## config.mk

```make
export PLATFORM = sky130hd
export DESIGN_NAME = aes_key_sched_ctrl_flat
export DESIGN_NICKNAME = d
export VERILOG_FILES = /design/src/rtl/aes_key_sched_ctrl_if.sv /design/src/rtl/aes_key_sched_ctrl.sv /design/src/flat_wrapper.sv
export SDC_FILE = /design/constraint.sdc
export NUM_CORES = 1
export LEC_CHECK = 0
export CAP_MARGIN = 15
export CORE_ASPECT_RATIO = 1.4
export CORE_MARGIN = 2
export CORE_UTILIZATION = 30
export DETAILED_ROUTE_END_ITERATION = 12
export SLEW_MARGIN = 0
export SYNTH_ARGS = -nofsm -noshare
export SYNTH_HDL_FRONTEND = slang
export SYNTH_SLANG_ARGS = --single-unit
```

## constraint.sdc

```tcl
create_clock -name clk -period 2.26 [get_ports clk]
set_clock_uncertainty 0.1 [all_clocks]
set_input_delay 0.565 -clock clk [delete_from_list [all_inputs] [get_ports clk]]
set_output_delay 0.565 -clock clk [all_outputs]
set_load 0.1 [all_outputs]
```

## src/rtl/aes_key_sched_ctrl_if.sv

```systemverilog
// Handshake bundle between the host / round datapath and the AES-128 key-schedule sequencer.
//   master : host/datapath side, drives key_valid, mode_dec, next_key, abort
//   slave  : sequencer side, drives key_ready, control_signal, round_number, key_round,
//            rk_valid, done, busy, err
interface aes_key_sched_ctrl_if;
  logic       key_valid;
  logic       key_ready;
  logic       mode_dec;
  logic       next_key;
  logic       abort;
  logic [1:0] control_signal;
  logic [3:0] round_number;
  logic [3:0] key_round;
  logic       rk_valid;
  logic       done;
  logic       busy;
  logic       err;

  modport master (
    output key_valid, mode_dec, next_key, abort,
    input  key_ready, control_signal, round_number, key_round, rk_valid, done, busy, err
  );

  modport slave (
    input  key_valid, mode_dec, next_key, abort,
    output key_ready, control_signal, round_number, key_round, rk_valid, done, busy, err
  );
endinterface

```

## src/rtl/aes_key_sched_ctrl.sv

```systemverilog
// Sequencer for the AES-128 round-key scheduler.
//   Encrypt: load key, then step forward rounds 1..10 on next_key.
//   Decrypt: load key, pre-expand to round 10 automatically, then step back 9..0 on next_key.
// Ports:
//   clk  - clock, all state on posedge
//   rst  - synchronous active-high reset
//   bus  - aes_key_sched_ctrl_if.slave (host handshake, scheduler control, status)
// Build option:
//   AES_KSC_ERR_EN - when defined, bus.err is a sticky protocol-error flag; otherwise tied 0.
module aes_key_sched_ctrl #(
  parameter int unsigned NUM_ROUNDS = 10
) (
  input logic                 clk,
  input logic                 rst,
  aes_key_sched_ctrl_if.slave bus
);

  localparam logic [3:0] LastRnd = 4'(NUM_ROUNDS);

  localparam logic [1:0] CtrlHold    = 2'b00;
  localparam logic [1:0] CtrlLoad    = 2'b01;
  localparam logic [1:0] CtrlForward = 2'b10;
  localparam logic [1:0] CtrlReverse = 2'b11;

  typedef enum logic [1:0] {StIdle, StPreexp, StReady} state_e;

  state_e     state_q, state_d;
  logic [3:0] rnd_q, rnd_d;
  logic       dec_q, dec_d;
  logic       done_q, done_d;
  logic [1:0] ctrl;
  logic [3:0] rnd_num;

  always_comb begin
    state_d = state_q;
    rnd_d   = rnd_q;
    dec_d   = dec_q;
    done_d  = 1'b0;
    ctrl    = CtrlHold;
    rnd_num = 4'd0;
    unique case (state_q)
      StIdle: begin
        if (bus.key_valid) begin
          ctrl    = CtrlLoad;
          rnd_d   = 4'd0;
          dec_d   = bus.mode_dec;
          state_d = bus.mode_dec ? StPreexp : StReady;
        end
      end
      StPreexp: begin
        if (bus.abort) begin
          state_d = StIdle;
          rnd_d   = 4'd0;
        end else begin
          ctrl    = CtrlForward;
          rnd_num = rnd_q + 4'd1;
          rnd_d   = rnd_q + 4'd1;
          if (rnd_q + 4'd1 == LastRnd) state_d = StReady;
        end
      end
      StReady: begin
        if (bus.abort) begin
          state_d = StIdle;
          rnd_d   = 4'd0;
        end else if (bus.next_key) begin
          if (!dec_q && rnd_q < LastRnd) begin
            ctrl    = CtrlForward;
            rnd_num = rnd_q + 4'd1;
            rnd_d   = rnd_q + 4'd1;
          end else if (dec_q && rnd_q != 4'd0) begin
            // Reverse step uses the Rcon of the key being undone, i.e. the current round.
            ctrl    = CtrlReverse;
            rnd_num = rnd_q;
            rnd_d   = rnd_q - 4'd1;
          end else begin
            // Terminal key consumed: scheduler holds, rnd kept until the next load.
            state_d = StIdle;
            done_d  = 1'b1;
          end
        end
      end
      default: begin
        state_d = StIdle;
      end
    endcase
  end

  always_ff @(posedge clk) begin
    if (rst) begin
      state_q <= StIdle;
      rnd_q   <= 4'd0;
      dec_q   <= 1'b0;
      done_q  <= 1'b0;
    end else begin
      state_q <= state_d;
      rnd_q   <= rnd_d;
      dec_q   <= dec_d;
      done_q  <= done_d;
    end
  end

  assign bus.control_signal = ctrl;
  assign bus.round_number   = rnd_num;
  assign bus.key_round      = rnd_q;
  assign bus.key_ready      = (state_q == StIdle);
  assign bus.busy           = (state_q != StIdle);
  assign bus.rk_valid       = (state_q == StReady);
  assign bus.done           = done_q;

`ifdef AES_KSC_ERR_EN
  logic err_q, err_d;

  always_comb begin
    err_d = err_q;
    if (bus.key_valid && state_q != StIdle) err_d = 1'b1;
    if (bus.next_key && state_q != StReady) err_d = 1'b1;
    if (bus.abort && state_q == StIdle)     err_d = 1'b1;
  end

  always_ff @(posedge clk) begin
    if (rst) err_q <= 1'b0;
    else     err_q <= err_d;
  end

  assign bus.err = err_q;
`else
  assign bus.err = 1'b0;
`endif

endmodule
```

## src/flat_wrapper.sv

```systemverilog
// flat-port wrapper written by rule: the top's interface ports become plain ports
module aes_key_sched_ctrl_flat 
#(
  parameter int unsigned NUM_ROUNDS = 10
)
  (clk, rst, bus_key_valid, bus_mode_dec, bus_next_key, bus_abort, bus_key_ready, bus_control_signal, bus_round_number, bus_key_round, bus_rk_valid, bus_done, bus_busy, bus_err);
  aes_key_sched_ctrl_if bus_i ();
  input logic clk;
  input logic rst;
  input wire logic [$bits(bus_i.key_valid)-1:0] bus_key_valid;
  input wire logic [$bits(bus_i.mode_dec)-1:0] bus_mode_dec;
  input wire logic [$bits(bus_i.next_key)-1:0] bus_next_key;
  input wire logic [$bits(bus_i.abort)-1:0] bus_abort;
  output wire logic [$bits(bus_i.key_ready)-1:0] bus_key_ready;
  output wire logic [$bits(bus_i.control_signal)-1:0] bus_control_signal;
  output wire logic [$bits(bus_i.round_number)-1:0] bus_round_number;
  output wire logic [$bits(bus_i.key_round)-1:0] bus_key_round;
  output wire logic [$bits(bus_i.rk_valid)-1:0] bus_rk_valid;
  output wire logic [$bits(bus_i.done)-1:0] bus_done;
  output wire logic [$bits(bus_i.busy)-1:0] bus_busy;
  output wire logic [$bits(bus_i.err)-1:0] bus_err;
  assign bus_i.key_valid = bus_key_valid;
  assign bus_i.mode_dec = bus_mode_dec;
  assign bus_i.next_key = bus_next_key;
  assign bus_i.abort = bus_abort;
  assign bus_key_ready = bus_i.key_ready;
  assign bus_control_signal = bus_i.control_signal;
  assign bus_round_number = bus_i.round_number;
  assign bus_key_round = bus_i.key_round;
  assign bus_rk_valid = bus_i.rk_valid;
  assign bus_done = bus_i.done;
  assign bus_busy = bus_i.busy;
  assign bus_err = bus_i.err;
  aes_key_sched_ctrl #(.NUM_ROUNDS(NUM_ROUNDS)) u_core (.clk(clk), .rst(rst), .bus(bus_i));
endmodule
```

==> impl_metrics.csv <==
group,metric,value,unit
setup_path,rr_startpoint,"u_core.bus.key_round[1]",
setup_path,rr_endpoint,"u_core.bus.key_round[3]",
setup_path,cp_common_cell,"nor2b_4",
sta,hold_viol,0,
synthesis,ys_ff_latch,8,
sta,rsz0062_at_grt,"yes",
cts,clk_path_buf_depth,2,
setup_path,critPathMaxStageDelay,370,ps
final_layout,final_cell_mix,"buf_4 (39), nand2_1 (11), buf_12 (11)",
drt,dr.pass1.iters,2,
final_layout,nFillCells,221,
synthesis,ys_types,39,
synthesis,synthesis.area,811,sq um
setup_path,crit_fanout,3,
cts,tritoncts,"built",
global_routing,gr-total-overflow,0,
placed_design,dpl_cell_area,0.00138,sq mm
worst_hold_path,holdPathStages,2,
floorplanning,row_count,22,
setup_path,critPathCaptureType,"output port",
global_routing,grt_pass1_vias,1073,
placed_design,dp_hpwl,2160,microns
setup_path,critPathKind,"reg2out",
setup_path,start_kind,"register",
setup_path,slowest_stage,"dfxtp_4",
setup_path,cp_top_family,"simple AND/OR/NAND/NOR gates",
final_layout,syn_to_final_growth,103,%
global_routing,antenna_found_initial,0,
worst_hold_path,hold_path_end,"u_core.state_q[1]",
sta,min_period,2400,ps
global_routing,grt_pass1_wl,4750,microns
setup_path,arrival,1740,ps
synthesis,async_flop_share,0,%
pwr,ir_worst_vdd,568,uV
synthesis,synth.yosys.seq_area_share,19.8,%
sta,layout_setup_ws,-140,ps
drt,drt_wl_total,2930,microns
worst_hold_path,hold_path_class,"reg2reg",
synthesis,yosys_warnings,0,
final_layout,nets,176,
setup_path,cp_cell_sequence,"inv_4, ha_4, nand4bb_4, o21a_1, nor2b_4, a32oi_2, nor2b_4, buf_12",
synthesis,synth-edff-count,0,
floorplanning,die_area,0.00314,sq mm
placed_design,dp_slack,-362,ps
global_routing,grt_usage,21.3,%
final_layout,final_util,63.7,%
cts,numCtsBuffers,3,
setup_path,crit_cells,8,
global_routing,grt_max_degree,12,
floorplanning,start_util,31.3,%
drt,via_count,1010,
floorplanning,die_w,47.9,microns
setup_path,required,1590,ps
sta,fin_crit_sh,106,%
floorplanning,core-area,0.00259,sq mm
pwr,p_leak,0.672,nW
pwr,p_per_area,693,mW/mm^2
setup_path,r2r_slack,-10,ps
placed_design,port-buffer-count,19,
drt,drt_iter0_drc,21,
sta,drv_slew,0,
synthesis,netlist_instances,108,
status,status,"finished with violations",
floorplanning,die_h,65.5,microns
cts,clk_latency,260,ps
drt,drc,0,
drt,via_per_inst,5.10,
cts,clockRootBuffer,"clkbuf_4",
synthesis,yosys_most_used_dff,"dfxtp_1",
cts,clkSlewWorstSetupHoldPaths,60,ps
final_layout,drive_gt1_share,61.1,%
cts,cts_htree_levels,1,
worst_hold_path,hold_start,"u_core.state_q[1]",
final_layout,final_common_cell,"buf_4",
sta,finalSetupViolCount,7,
synthesis,syn_area_per_cell,7.51,sq um
final_layout,n_antenna_cell,0,
synthesis,syn_nets,121,
cts,postCtsHoldBufs,0,
final_layout,design_area,0.00165,sq mm
status,failed_checks,"negative setup slack",
setup_path,cp_num_buf_inv,2,
placed_design,gp_congestion,0.868,
sta,max_freq,417,MHz
cts,cts.sinks,8,
floorplanning,ioPinCount,21,
setup_path,reg2reg_depth,14,
drt,ant_nets,0,
flow_run,cap_violations,0,
drt,wl_per_cell,14.8,microns
[stage by stage]
step	TNS (ps)	power, mW	std cells	hold WS (ps)
4_1_cts	-626	1.13	195	478
5_1_grt	-1330	1.19	198	499
2_1_floorplan	-1620	0.638	108	425
3_3_place_gp	-2220	0.866	176	484
3_5_place_dp	-2570	0.870	176	482
6_report	-621	1.14	198	483
[state kept, by name (all words and copies together) (netlist names)]
| register | flops |
|---|---|
| u_core.bus.done | 1 |
| u_core.bus.key_round | 4 |
| u_core.dec_q | 1 |
| u_core.state_q | 2 |
[cells in the mapped netlist (2+ instances only)]
cell type	instances	area [sq um]
a31o_2	2	17.5
xnor2_1	3	26.3
clkbuf_1	2	7.51
nor2_1	10	37.5
nand2_1	13	48.8
ha_1	7	87.6
nor3_1	3	15.0
nand2b_1	4	25.0
a21boi_0	2	15.0
a21oi_1	7	35.0
o21a_1	2	15.0
nand4_1	2	12.5
o21ai_0	4	20.0
dfxtp_1	8	160
buf_6	2	22.5
mux2i_1	2	20.0
o31ai_1	2	15.0
inv_1	6	22.5
nor2b_1	7	43.8
[cells by family after synthesis]
group,synth area share [%]
AOI/OAI and AO/OA,26.4
xor gates and xnor gates,3.24
adders and majority gates,10.8
buffers and inverters,8.02
DFF,19.8
muxes,2.47
other,0.463
and+or+nand+nor,28.9
[power breakdown]
| part | switching, mW | internal (mW) | leakage (nW) |
|---|---|---|---|
| Sequential | 0.0197 | 0.154 | 0.0699 |
| Combinational | 0.471 | 0.378 | 0.587 |
| Clock | 0.0519 | 0.0677 | 0.0150 |
[worst max path at each step]
stage                                        from             endpoint  slack, ps
final                     u_core.bus.key_round[1]  bus_round_number[1]       -140
after detailed placement                bus_abort  bus_round_number[1]       -360
after CTS                 u_core.bus.key_round[1]  bus_round_number[1]       -170
after global placement                  bus_abort  bus_round_number[1]       -330
after floorplan                 u_core.state_q[0]  bus_round_number[2]       -340
after global routing      u_core.bus.key_round[1]  bus_round_number[1]       -220
[area by class of cell]
class	instances	area [sq um]	share of cell area, %
Sequential cell	8	184	11.2
Tap cell	36	45.0	2.73
Inverter	6	27.5	1.67
Multi-Input combinational cell	88	793	48.1
Clock buffer	4	26.3	1.59
Timing Repair Buffer	56	573	34.7
[routing by layer]
layer / up-vias / part of all wire (%) / global-route usage (%)
li1: 490 / - / -
met1: 480 / 36 / 21.2
met2: 28 / 55 / 37.3
met3: 12 / 4.0 / 6.04
met4: 0 / 5.4 / 11.1
met5: - / 0 / 0
[tightest hold or removal path: stages, from the launching register on]
cell      delay (ps)
dfxtp_4          360
inv_2            110
a221oi_2          70
[what timing repair did]
action	in CTS	in global routing
gates resized for setup	19	5
pin swaps	10	3
buffers inserted	15	3
endpoints found under the setup margin	6	10
Note: power is estimated with default switching activity, not from simulation.
==> patch 1, RTL diff (same flow settings) <==
The option `AES_KSC_ERR_EN` is turned on by a define.
--- a/src/rtl/aes_key_sched_ctrl.sv
+++ b/src/rtl/aes_key_sched_ctrl.sv
@@ -9,2 +9,4 @@
 //   AES_KSC_ERR_EN - when defined, bus.err is a sticky protocol-error flag; otherwise tied 0.
+`define AES_KSC_ERR_EN
+
 module aes_key_sched_ctrl #(
Formal check against the unedited RTL: not equivalent (a bounded check fails within 4 cycles, from zero or initial values and one cycle with rst high).
==> patch 1 against the original RTL <==
- the flow still finishes with violations (setup timing)
- sequential cell count up 1
- synthesized cell count grew 5.6%
- sequential power rose by 9.8%
- power up 7.8%
- critical path type unchanged
- wire length up 2.4%
- combinational power about the same
- cell area up 4.2%
- worst setup slack got worse by 0.046 ns
- critical endpoint is now bus_round_number[2]
- synthesized area up 11%
==> patch 1: results (changes against the original RTL) <==
r2r_end: "u_core.state_q[1]$_SDFFE_PP0P_"
critical_path_peak_fanout: 4  # +1
synth_nets: 127  # +5.0%
dpl.hpwl_mm: 2.43  # +13%
grtUsageTotal: 0.189  # -0.0242
fin_setup_tns_ns: -0.860  # -0.239 ns
clk_latency_ns: 0.24  # -0.02 ns
dr.pass1.iters: 4  # +2
synthCells: 114  # +5.6%
peakVddDrop_uv: 697  # +23%
ys.flop_type: "dfxtp_1"
cts_root_buf: "clkbuf_8"
synthTopCellsByArea: "dfxtp_1, ha_1, a21oi_1, o21ai_0, inv_1"
hold_class: "reg2reg"
grt_first_pass_wirelength_mm: 4.96  # +4.4%
dp_slack_ns: -0.495  # -0.133 ns
wl_per_cell_um: 14.8  # +0.33%
via_per_inst: 5.32  # +4.3%
synth-seq-area-share: 0.201  # +0.00303
yosys_warnings: 0  # unchanged
crit_end: "bus_round_number[2]"
synth.distinct_cells: 45  # +15%
placed_cells: 192  # +9.1%
fin_ws_ns: -0.186  # -0.0463 ns
violations: "setup timing"
io_buffers: 20  # +1
r2r_start: "u_core.bus.key_round[0]$_SDFFE_PP0P_"
grt_max_degree: 14  # +2
ff2ff_path_depth: 6  # -8
clkTransAtPathRegs_ns: 0.05
dpl-instance-area_um2: 1590  # +15%
critPathMaxStageDelay_ns: 0.36
gp_congestion: 0.873  # +0.58%
path_delay_family: "compound AO/OA/AOI/OAI gates"
synth-seq-cells: 9  # +1
cts-htree-levels: 1  # unchanged
layout-drive-gt1-share: 0.564  # -0.0475
leakagePower_nw: 0.638  # -5.0%
arrival_ns: 1.78  # +0.04 ns
reg2reg_slack_ns: 0.11  # +0.12 ns
dr.first_iter.drc_count: 12  # -43%
nets: 179  # +1.7%
finalSetupViolCount: 6  # -1
cp-startpoint: "u_core.state_q[1]$_SDFFE_PP0P_"
synth.top_cells.by_count: "a21oi_1, dfxtp_1, inv_1, o21ai_0, nand2_1"
intPower_w: 0.000649  # +8.2%
status: "complete, but fails checks"
cts_buffers: 3  # unchanged
routed-via-count: 1075  # +6.4%
[patch 1: cell types whose count changed in the layout (fill, tap and decap cells not counted), moves of 4 or more]
cell / change
nor2_1: -5
o21ai_0: +6
o21ai_2: -4
buf_4: -5
[patch 1: cell families (layout without fill, tap and decap cells)]
logic type / count (synthesis) / after routing / share of synthesized area
compound gates: 40 / 40 / 0.338
xor+xnor: 2 / 2 / 0.0195
fa+ha+maj: 7 / 7 / 0.0975
buf+inv: 16 / 67 / 0.0849
flops: 9 / 9 / 0.201
mux: 1 / 1 / 0.0125
simple gates: 39 / 39 / 0.247
[patch 1: repair_timing]
item / in CTS / in global routing
endpoints found under the hold margin: 0 / 0
pin swaps: 15 / 6
setup buffers: 6 / 0
resized for setup: 20 / 0
setup endpoints to repair: 6 / 6
[patch 1: worst min-delay path: stages, from the launching register on]
cell	delay (ns)
dfxtp_1	0.34
nand2_1	0.07
a21oi_1	0.05
[patch 1: layout make-up]
type / instances / area (µm²)
Clock buffer: 4 / 45.0
Fill cell: 236 / 1130
Inverter: 9 / 36.3
Multi-Input combinational cell: 89 / 803
Sequential cell: 9 / 198
Tap cell: 37 / 46.3
Timing Repair Buffer: 54 / 591
[patch 1: how the worst min path moves through the flow]
stage,startpoint,endpoint,slack (ns),depth (start not counted)
2_1_floorplan,u_core.dec_q$_SDFFE_PP0P_,u_core.dec_q$_SDFFE_PP0P_,0.41,2
3_3_place_gp,u_core.dec_q$_SDFFE_PP0P_,u_core.dec_q$_SDFFE_PP0P_,0.41,2
3_5_place_dp,u_core.dec_q$_SDFFE_PP0P_,u_core.dec_q$_SDFFE_PP0P_,0.41,2
4_1_cts,u_core.dec_q$_SDFFE_PP0P_,u_core.dec_q$_SDFFE_PP0P_,0.41,2
5_1_grt,u_core.dec_q$_SDFFE_PP0P_,u_core.dec_q$_SDFFE_PP0P_,0.44,2
6_report,u_core.dec_q$_SDFFE_PP0P_,u_core.dec_q$_SDFFE_PP0P_,0.41,2
[patch 1: routing by layer]
| layer | vias up | track usage | share of wire |
|---|---|---|---|
| li1 | 528 | - | - |
| met1 | 508 | 0.196 | 0.36 |
| met2 | 32 | 0.385 | 0.57 |
| met3 | 7 | 0.0216 | 0.042 |
| met4 | 0 | 0.0660 | 0.023 |
| met5 | - | 0 | 0 |
[patch 1: power groups by stage]
stage / Clock [W] / Sequential, W / Combinational (W)
2_1_floorplan: 0 / 0.000224 / 0.000466
3_3_place_gp: 0 / 0.000191 / 0.000810
3_5_place_dp: 0 / 0.000191 / 0.000816
4_1_cts: 0.000194 / 0.000191 / 0.000852
5_1_grt: 0.000206 / 0.000192 / 0.000892
6_report: 0.000191 / 0.000191 / 0.000850
==> patch 2, RTL diff (config.mk and constraints unchanged) <==
Made on the original files. The 3 states of `state_e` get a one-hot encoding in 3 bits.
--- a/src/rtl/aes_key_sched_ctrl.sv
+++ b/src/rtl/aes_key_sched_ctrl.sv
@@ -24,3 +24,3 @@
 
-  typedef enum logic [1:0] {StIdle, StPreexp, StReady} state_e;
+  typedef enum logic [2:0] {StIdle = 3'b001, StPreexp = 3'b010, StReady = 3'b100} state_e;
 
Behaviour: same outputs for any inputs over 10 cycles, from zero or initial values and one cycle with rst high; not proved beyond that.
==> patch 2 against the original RTL <==
- the run still ends with setup timing left
- cell area down 1.9%
- wire length down 9.9%
- global-route usage down 5.1 points
- synthesized area up 16%
- sequential cell count up 1
- worst setup slack worse by 0.060 ns
- power down 19%
- critical path depth down 1
- highest routed layer unchanged
==> patch 2: results (changes against the original RTL) <==
status: "complete, but fails checks"
violations: "setup timing"
ff2ff_path_depth: 10  # -4
dp_slack_ns: -0.655  # -0.293 ns
met3_usage: 0.0299  # -0.0305
muxShareOfSynthArea: 0.0465  # +0.0218
peakVddDrop_uv: 617  # +8.6%
fin_setup_tns_ns: -0.946  # -0.324 ns
reg2reg_slack_ns: 0.38  # +0.39 ns
nets: 164  # -6.8%
synth.distinct_cells: 50  # +28%
synthXorXnorAreaFrac: 0.0465  # +0.0141
leakagePower_nw: 0.617  # -8.1%
met2_length_mm: 1.51  # -5.5%
gr-usage-met2: 0.301  # -0.0728
cts_root_buf: "clkbuf_8"
synth_fa_ha_area_frac: 0.0398  # -0.0682
min_from: "u_core.bus.key_round[0]$_SDFFE_PP0P_"
layout-drive-gt1-share: 0.506  # -0.105
arrival_ns: 1.80  # +0.06 ns
grt_first_pass_wirelength_mm: 4.47  # -6.0%
dpl-instance-area_um2: 1500  # +8.6%
clk_latency_ns: 0.24  # -0.02 ns
synth-compound-area-share: 0.276  # +0.0123
clkTransAtPathRegs_ns: 0.04  # -0.02 ns
fin_crit_sh: 1.09  # +0.0267
grt_max_degree: 14  # +2
dr.pass1.iters: 4  # +2
met3_wirelength_um: 92  # -21%
routed-via-count: 996  # -1.4%
fin_ws_ns: -0.200  # -0.0604 ns
met1_length_um: 999  # -5.5%
cp-startpoint: "bus_abort"
critical_path_peak_fanout: 5  # +2
synth.top_cells.by_count: "nand2_1, dfxtp_1, a21oi_1, inv_1"
finalSetupViolCount: 6  # -1
synth-seq-area-share: 0.191  # -0.00630
gp_congestion: 0.861  # -0.81%
synthTopCellsByArea: "dfxtp_1, nand2_1, buf_6, ha_1, nor3b_2"
patch 2: cell count changes after synthesis, moves of 3 or more:
cell / unedited run / this run
ha_1: 7 / 3
nand3_1: 1 / 4
nor2b_1: 7 / 0
nor3b_2: 0 / 3
o21ai_1: 1 / 4
nor2_1: 10 / 4
patch 2: power breakdown:
part / switching, W / leakage [nW] / internal [W] / total (W)
clock: 0.0000670 / 0.0228 / 0.000123 / 0.000190
combinational: 0.000333 / 0.519 / 0.000218 / 0.000551
sequential: 0.0000179 / 0.0756 / 0.000172 / 0.000189
patch 2: cell type report:
type / count / area, µm²
multi-input cells: 90 / 793
fillers: 293 / 1450
clock buffers: 4 / 45.0
well taps: 39 / 48.8
repair buffers: 45 / 512
flip-flops and latches: 9 / 191
inverters: 6 / 27.5
patch 2: kinds of logic (layout without fill, tap and decap cells):
kind of cell | count (synthesis) | count (layout)
AOI/OAI and AO/OA | 36 | 36
other | 1 | 1
DFF | 9 | 9
muxes | 3 | 3
buffers and inverters | 15 | 55
and+or+nand+nor | 42 | 42
adders and majority gates | 3 | 3
xor gates and xnor gates | 5 | 5
patch 2: through the flow:
stage | hold slack, ns | utilization
2_1_floorplan | 0.509 | -
3_3_place_gp | 0.427 | 0.490
3_5_place_dp | 0.437 | 0.490
4_1_cts | 0.445 | 0.521
5_1_grt | 0.467 | 0.528
6_report | 0.441 | 0.528
patch 2: what timing repair did:
| action | CTS | global route |
|---|---|---|
| pin swaps | 10 | 7 |
| gates resized for setup | 11 | 3 |
| setup endpoints to repair | 6 | 6 |
| hold buffers | 0 | 0 |
| buffers inserted | 6 | 3 |
patch 2: worst max-delay path: stages:
cell and delay, ns:
buf_6 0.10, nor4b_4 0.28, nand2_2 0.13, o21ai_4 0.24, nand2b_1 0.12, a31oi_4 0.16
buf_12 0.19
